[src/rtl/mem_copy_engine_pkg.sv]
// Shared definitions for the memory copy/fill engine: state encoding and
// default geometry.
package mem_copy_engine_pkg;

  localparam int WORD_DEF     = 8;
  localparam int ADDRESSL_DEF = 5;
  localparam int LENGTH_DEF   = 32;

  typedef enum logic [1:0] {
    IDLE  = 2'd0,
    READ  = 2'd1,
    WRITE = 2'd2,
    DONE  = 2'd3
  } state_t;

endpackage

[src/rtl/mem_copy_counter.sv]
// Address walkers and word down-counter for the copy engine. Addresses wrap
// naturally at the address width; last flags the final word of a transfer.
module mem_copy_counter
  import mem_copy_engine_pkg::*;
#(
  parameter int ADDRESSL = ADDRESSL_DEF
) (
  input  logic                clk,
  input  logic                rst,
  input  logic                load,
  input  logic                step,
  input  logic [ADDRESSL-1:0] src_init,
  input  logic [ADDRESSL-1:0] dst_init,
  input  logic [ADDRESSL:0]   count_init,
  output logic [ADDRESSL-1:0] cur_src,
  output logic [ADDRESSL-1:0] cur_dst,
  output logic                last
);

  logic [ADDRESSL:0] remaining;

  always_ff @(posedge clk) begin
    if (!rst) begin
      cur_src   <= '0;
      cur_dst   <= '0;
      remaining <= '0;
    end else if (load) begin
      cur_src   <= src_init;
      cur_dst   <= dst_init;
      remaining <= count_init;
    end else if (step) begin
      cur_src   <= cur_src + ADDRESSL'(1);
      cur_dst   <= cur_dst + ADDRESSL'(1);
      remaining <= remaining - (ADDRESSL + 1)'(1);
    end
  end

  assign last = (remaining == (ADDRESSL + 1)'(1));

endmodule

[src/rtl/mem_copy_engine.sv]
// Single-port memory copy / pattern-fill engine. One word moves per READ+WRITE
// pair in copy mode, per WRITE in fill mode; done pulses once per request.
module mem_copy_engine
  import mem_copy_engine_pkg::*;
#(
  parameter int WORD     = WORD_DEF,
  parameter int ADDRESSL = ADDRESSL_DEF,
  parameter int LENGTH   = LENGTH_DEF
) (
  input  logic                clk,
  input  logic                rst,
  input  logic                start,
  input  logic                mode,
  input  logic [ADDRESSL-1:0] srcAddr,
  input  logic [ADDRESSL-1:0] dstAddr,
  input  logic [ADDRESSL:0]   count,
  input  logic [WORD-1:0]     pattern,
  output logic                busy,
  output logic                done,
  output logic [ADDRESSL-1:0] memAddress,
  output logic [WORD-1:0]     memWriteData,
  input  logic [WORD-1:0]     memReadData,
  output logic                memRead,
  output logic                memWrite
);

  localparam logic [ADDRESSL:0] COUNT_MAX = (ADDRESSL + 1)'(LENGTH);

  state_t              state;
  state_t              state_next;
  logic                mode_q;
  logic [WORD-1:0]     pattern_q;
  logic [WORD-1:0]     data_q;
  logic                load;
  logic                step;
  logic                last;
  logic [ADDRESSL-1:0] cur_src;
  logic [ADDRESSL-1:0] cur_dst;
  logic [ADDRESSL:0]   count_sat;

  // Requests larger than the memory move every word exactly once.
  assign count_sat = (count > COUNT_MAX) ? COUNT_MAX : count;

  mem_copy_counter #(
    .ADDRESSL (ADDRESSL)
  ) u_counter (
    .clk        (clk),
    .rst        (rst),
    .load       (load),
    .step       (step),
    .src_init   (srcAddr),
    .dst_init   (dstAddr),
    .count_init (count_sat),
    .cur_src    (cur_src),
    .cur_dst    (cur_dst),
    .last       (last)
  );

  always_ff @(posedge clk) begin
    if (!rst) begin
      state     <= IDLE;
      mode_q    <= 1'b0;
      pattern_q <= '0;
      data_q    <= '0;
    end else begin
      state <= state_next;
      if (load) begin
        mode_q    <= mode;
        pattern_q <= pattern;
      end
      if (state == READ) data_q <= memReadData;
    end
  end

  // Strobes are decoded from state only, so address/data stay zero whenever
  // their strobe is low and a reset drops them on the very next cycle.
  always_comb begin
    state_next   = state;
    load         = 1'b0;
    step         = 1'b0;
    busy         = 1'b0;
    done         = 1'b0;
    memRead      = 1'b0;
    memWrite     = 1'b0;
    memAddress   = '0;
    memWriteData = '0;
    case (state)
      IDLE: begin
        if (start) begin
          load = 1'b1;
          if (count_sat == '0) state_next = DONE;
          else if (mode)       state_next = WRITE;
          else                 state_next = READ;
        end
      end
      READ: begin
        busy       = 1'b1;
        memRead    = 1'b1;
        memAddress = cur_src;
        state_next = WRITE;
      end
      WRITE: begin
        busy         = 1'b1;
        memWrite     = 1'b1;
        memAddress   = cur_dst;
        memWriteData = mode_q ? pattern_q : data_q;
        step         = 1'b1;
        if (last)        state_next = DONE;
        else if (mode_q) state_next = WRITE;
        else             state_next = READ;
      end
      DONE: begin
        done       = 1'b1;
        state_next = IDLE;
      end
      default: state_next = IDLE;
    endcase
  end

endmodule

[config.mk]
export PLATFORM = sky130hd
export DESIGN_NAME = mem_copy_engine
export DESIGN_NICKNAME = d
export VERILOG_FILES = /design/src/rtl/mem_copy_engine_pkg.sv /design/src/rtl/mem_copy_counter.sv /design/src/rtl/mem_copy_engine.sv
export SDC_FILE = /design/constraint.sdc
export NUM_CORES = 1
export LEC_CHECK = 0
export ABC_AREA = 1
export CORE_ASPECT_RATIO = 0.75
export CORE_MARGIN = 10
export CORE_UTILIZATION = 46
export DETAILED_ROUTE_END_ITERATION = 10
export GPL_TIMING_DRIVEN = 1
export PLACE_DENSITY = 0.77
export SLEW_MARGIN = 5
export SYNTH_ARGS = -nofsm -noshare
export SYNTH_HDL_FRONTEND = slang
export SYNTH_SLANG_ARGS = --single-unit
[constraint.sdc]
create_clock -name clk -period 1.68 [get_ports clk]
set_input_delay 0.168 -clock clk [delete_from_list [all_inputs] [get_ports clk]]
set_output_delay 0.168 -clock clk [all_outputs]
set_load 0.03 [all_outputs]
=== Yosys cells after proc, flatten, opt, wreduce, memory -nomap -nowiden ===
Cells that the tools add are included.

* Bits in registers: 35
* Output and inout bits: 17
* Word-level logic and storage cells: 42
* Bits of input ports: 36

* $add $sub $neg: 3
* Order comparisons: 1
* Reductions and logical operators: 4
* Multiplexer cells: 22
* Equal/unequal tests: 5

{| class="wikitable"
|+ Operators with widths
! cell !! number
|-
| $mux W5 || 4
|-
| $mux W6 || 3
|-
| $mux W8 || 2
|-
| $add A5 B1 Y5 const B || 2
|-
| $mux W2 || 5
|-
| $pmux W5 S2 || 1
|-
| $pmux W2 S4 || 1
|-
| $eq A6 B1 Y1 const B || 1
|-
| $gt A6 B6 Y1 const B || 1
|-
| $logic_not A6 Y1 || 1
|-
| $mux W1 || 6
|-
| $sub A6 B1 Y6 const B || 1
|-
| $eq A2 B2 Y1 const B || 2
|-
| $eq A2 B1 Y1 const B || 1
|-
| $logic_not A2 Y1 || 1
|-
| $ne A2 B2 Y1 const B || 1
|-
| $reduce_bool A2 Y1 || 1
|-
| $reduce_or A2 Y1 || 1
|}

=== Depth between registers and ports, before layout ===
* Word-level depth: 6
* Mapped depth: 9
* Gate-level depth less buffers: 9

=== Modules after synthesis ===
From an unflattened synthesis, not the netlist that was laid out.

* Cell total of the unflattened synthesis: 294
* Area, all modules: 1,973.1 um^2

{| class="wikitable"
|+ Modules (own cells, without submodules)
! module !! times used !! cells an instance !! area each (um^2) !! sequential area each (um^2)
|-
| mem_copy_engine || 1 || 164 || 1,046.0 || 380.4
|-
| mem_copy_counter || 1 || 130 || 927.1 || 320.3
|}

=== Worst setup path after synthesis ===
No wires, ideal clock.

* Path kind: register to output
* Start point: register state[0]
* End point: output memAddress[0]
* Stages on the path, launching flop included: 6
* Path slack: -107 ps
* Data arrival time: 1,619 ps
* Buffers on the path: 1
* Data required time: 1,512 ps
* Cells stage by stage: dfxtp_1 inv_1 ha_1 clkbuf_2 nand2_1 a21oi_1

* Longest elaborated chain between the ends: 2
* Elaborated cells on any way between the ends: 3
* Classes of those cells: 2 x eq/ne; 1 x mux

{| class="wikitable"
|+ Ends and longest elaborated chain
! what !! line !! source
|-
| start, declared || mem_copy_engine.sv:29 || <nowiki>state_t state;</nowiki>
|-
| start signal, assigned || mem_copy_engine.sv:66 || <nowiki>state <= state_next;</nowiki>
|-
| $eq A2 B2 Y1 or $eq A2 B1 Y1 (tied branches) || mem_copy_engine.sv:87 || <nowiki>case (state)</nowiki>
|-
| $pmux W5 S2 * || mem_copy_engine.sv:87 ||
|-
| end, declared || mem_copy_engine.sv:20 || <nowiki>output logic [ADDRESSL-1:0] memAddress,</nowiki>
|}

Every way passes the cells marked *; elsewhere a longest branch is shown, timed or not.

=== Final worst setup path ===
* Start point: register state[1]
* End point: output memAddress[1]

The elaborated chain is that of the path after synthesis.

==> impl_metrics.tcl <==
set metrics [dict create \
    status "complete, no violations" \
    setup_viol 0 \
    core_um2 4030 \
    async_reset_ff_frac 0 \
    post_cts_buffers 0 \
    place.gp.congestion 0.835 \
    hold_viol 0 \
    htree_levels 2 \
    vdd_drop_max_mv 0.769 \
    maxCapViolations 0 \
    min_period_ps 1600 \
    routed_wl_mm 5.37 \
    firstDrtPassIters 4 \
    syn_to_final_growth_pct 37.5 \
    drc 0 \
    clk_path_buf_depth 2 \
    cts_tree "done" \
    avgSynthCellArea_um2 6.69 \
    start_kind "flop" \
    cts_root_buffer "clkbuf_8" \
    fin_nets 387 \
    drive_above_1_share 0.160 \
    p_sw_uw 1060 \
    grt_usage 0.155 \
    endpoint_kind "primary output" \
    grt_max_degree 20 \
    insertion_delay_ps 280 \
    hold_class "in2reg" \
    p_clk_frac 0.214 \
    yosysSeqAreaShare 0.365 \
    setup_ws_ps 81.5 \
    holdBufCountCts 0 \
    synth_top_area_share 0.365 \
    cts_sinks 35 \
    grt_overflow 0 \
    critPathRequiredTime_ps 1510 \
    grt_pass1_wl_mm 9.28 \
    netlist_instances 287 \
    yosys-top-cells-area "dfxtp_1 (36%), nor2_1 (12%), o21ai_0 (8.6%)" \
    worst_pin_slew_ps 376 \
    die_w_um 94.6 \
    die_area_um2 7190 \
    power_uw 2750 \
    numCtsBuffers 5 \
    netlist-cell-type-count 24 \
    post-place-ws_ps 64.9 \
    clk_pin_slew_ps 70 \
    chipHeight_um 76.0 \
    viasPerCell 5.05 \
    vias 2009 \
    design_area_um2 2640 \
    skew_ps 4.70 \
    drv_slew 0 \
    arrival_ps 1430 \
    worstPathMaxFanout 5 \
    first_iter_violations 144 \
    comb_power_share 0.388 \
    antenna_found_initial 0 \
    seqPwrFrac 0.398 \
    slew_headroom 0.749 \
    start_util 0.477 \
    synth_top_cell_by_area "dfxtp_1" \
    leakage_uw 0.00114 \
    dp_hpwl_mm 3.99 \
    insertedDiodeCount 0 \
    wl_per_cell_um 13.5 \
    io_buffers 52 \
    fin_crit_sh 0.951 \
    critical_path_class "reg2out" \
    netlist_area_um2 1920 \
    yosys_warnings 0 \
    pwr_density_cell_nw_per_um2 1040 \
    syn-num-nets 332 \
    rows 20 \
    fmax_mhz 626 \
    ys_ff_latch 35 \
    dpl_cell_area_um2 2500 \
    drtAntennaViolNets 0 \
    grt_pass1_vias 1951 \
    synth_edf_count 0 \
    rsz0062_at_grt "yes" \
    pin_count 53 \
    p_sw_frac 0.386 \
    ys.flop_type "dfxtp_1" \
    p_int_uw 1690 \
]
-- final timing paths --
kind	from	to	slack (ps)	depth (start not counted)
max reg2reg	state[1]$_SDFFE_PN0P_	u_counter.cur_src[4]$_SDFFE_PN0P_	250	8
min	memReadData[4]	data_q[4]$_SDFFE_PN0P_	480	3
min reg2reg	pattern_q[7]$_SDFFE_PN0P_	pattern_q[7]$_SDFFE_PN0P_	490	2
max	state[1]$_SDFFE_PN0P_	memAddress[1]	80	5
-- timing repair --
action                                  CTS  global route
endpoints found under the setup margin   15            15
gates resized for setup                   7            13
gates cloned                              0             0
-- cells in the final DEF, fill, tap and decap left out, drive strengths merged, types with 3 or more instances in the layout --
master,count
nor2,61
buf,21
clkdlybuf4s50,35
nand4,3
a21oi,23
clkbuf,7
nand2,43
ha,9
xor2,6
inv,34
nand3,19
dfxtp,35
o21ai,40
-- layer usage --
layer  up-vias  share of wire  GRT usage
met1       895           0.47      0.208
met2        70           0.43      0.224
met5         -              0          0
met3         6          0.085     0.0571
li1       1038              -          -
met4         0          0.010     0.0463
-- per-stage QoR --
step | TNS, ps | hold WS, ps | util | cells
2_1_floorplan | 0 | 303 | - | 287
3_3_place_gp | 0 | 465 | 0.620 | 390
3_5_place_dp | 0 | 473 | 0.620 | 390
4_1_cts | -23.9 | 471 | 0.643 | 398
5_1_grt | -36.1 | 472 | 0.656 | 398
6_report | 0 | 476 | 0.656 | 398
-- power by group through the flow --
stage               Sequential [uW]  Combinational (uW)  Clock, uW
floorplan                      1060                 725          0
CTS                            1080                1030        593
global route                   1120                1200        640
global placement               1090                1000          0
finish                         1090                1070        587
detailed placement             1100                1010          0
-- critical path, stage by stage, from the launching register on --
cell	delay [ps]
dfxtp_4	370
inv_1	110
ha_4	290
inv_2	80
a21oi_2	150
buf_6	150
-- cell type report --
cell class	count	area, um^2
Sequential cell	35	708
Timing Repair Buffer	58	542
Inverter	34	133
Clock inverter	1	5.00
Multi-Input combinational cell	208	1110
Fill cell	353	1390
Tap cell	55	68.8
Clock buffer	7	76.3
-- cells in the mapped netlist (2+ instances only) --
| cell type | instances |
|---|---|
| nand4_1 | 3 |
| ha_1 | 9 |
| nand3_1 | 19 |
| o21ai_0 | 33 |
| inv_2 | 4 |
| xor2_1 | 6 |
| a21oi_1 | 23 |
| o21ai_1 | 7 |
| dfxtp_1 | 35 |
| nand2_4 | 2 |
| buf_2 | 6 |
| inv_1 | 29 |
| nand2_1 | 40 |
| nor2_1 | 61 |
-- registers in the layout, summed over array words and instances, names as in the netlist --
name                 flops
u_counter.remaining      6
data_q                   8
u_counter.cur_src        5
u_counter.cur_dst        5
mode_q                   1
pattern_q                8
state                    2
-- cells by family (layout without fill, tap and decap cells) --
group	Yosys count	count (layout)	synth area share
compound gates	65	65	0.172
simple gates	127	127	0.275
buf+inv	44	100	0.0977
flops	35	35	0.365
fa+ha+maj	9	9	0.0586
xor+xnor	7	7	0.0319
No activity file was read; power rests on OpenSTA's default activity.
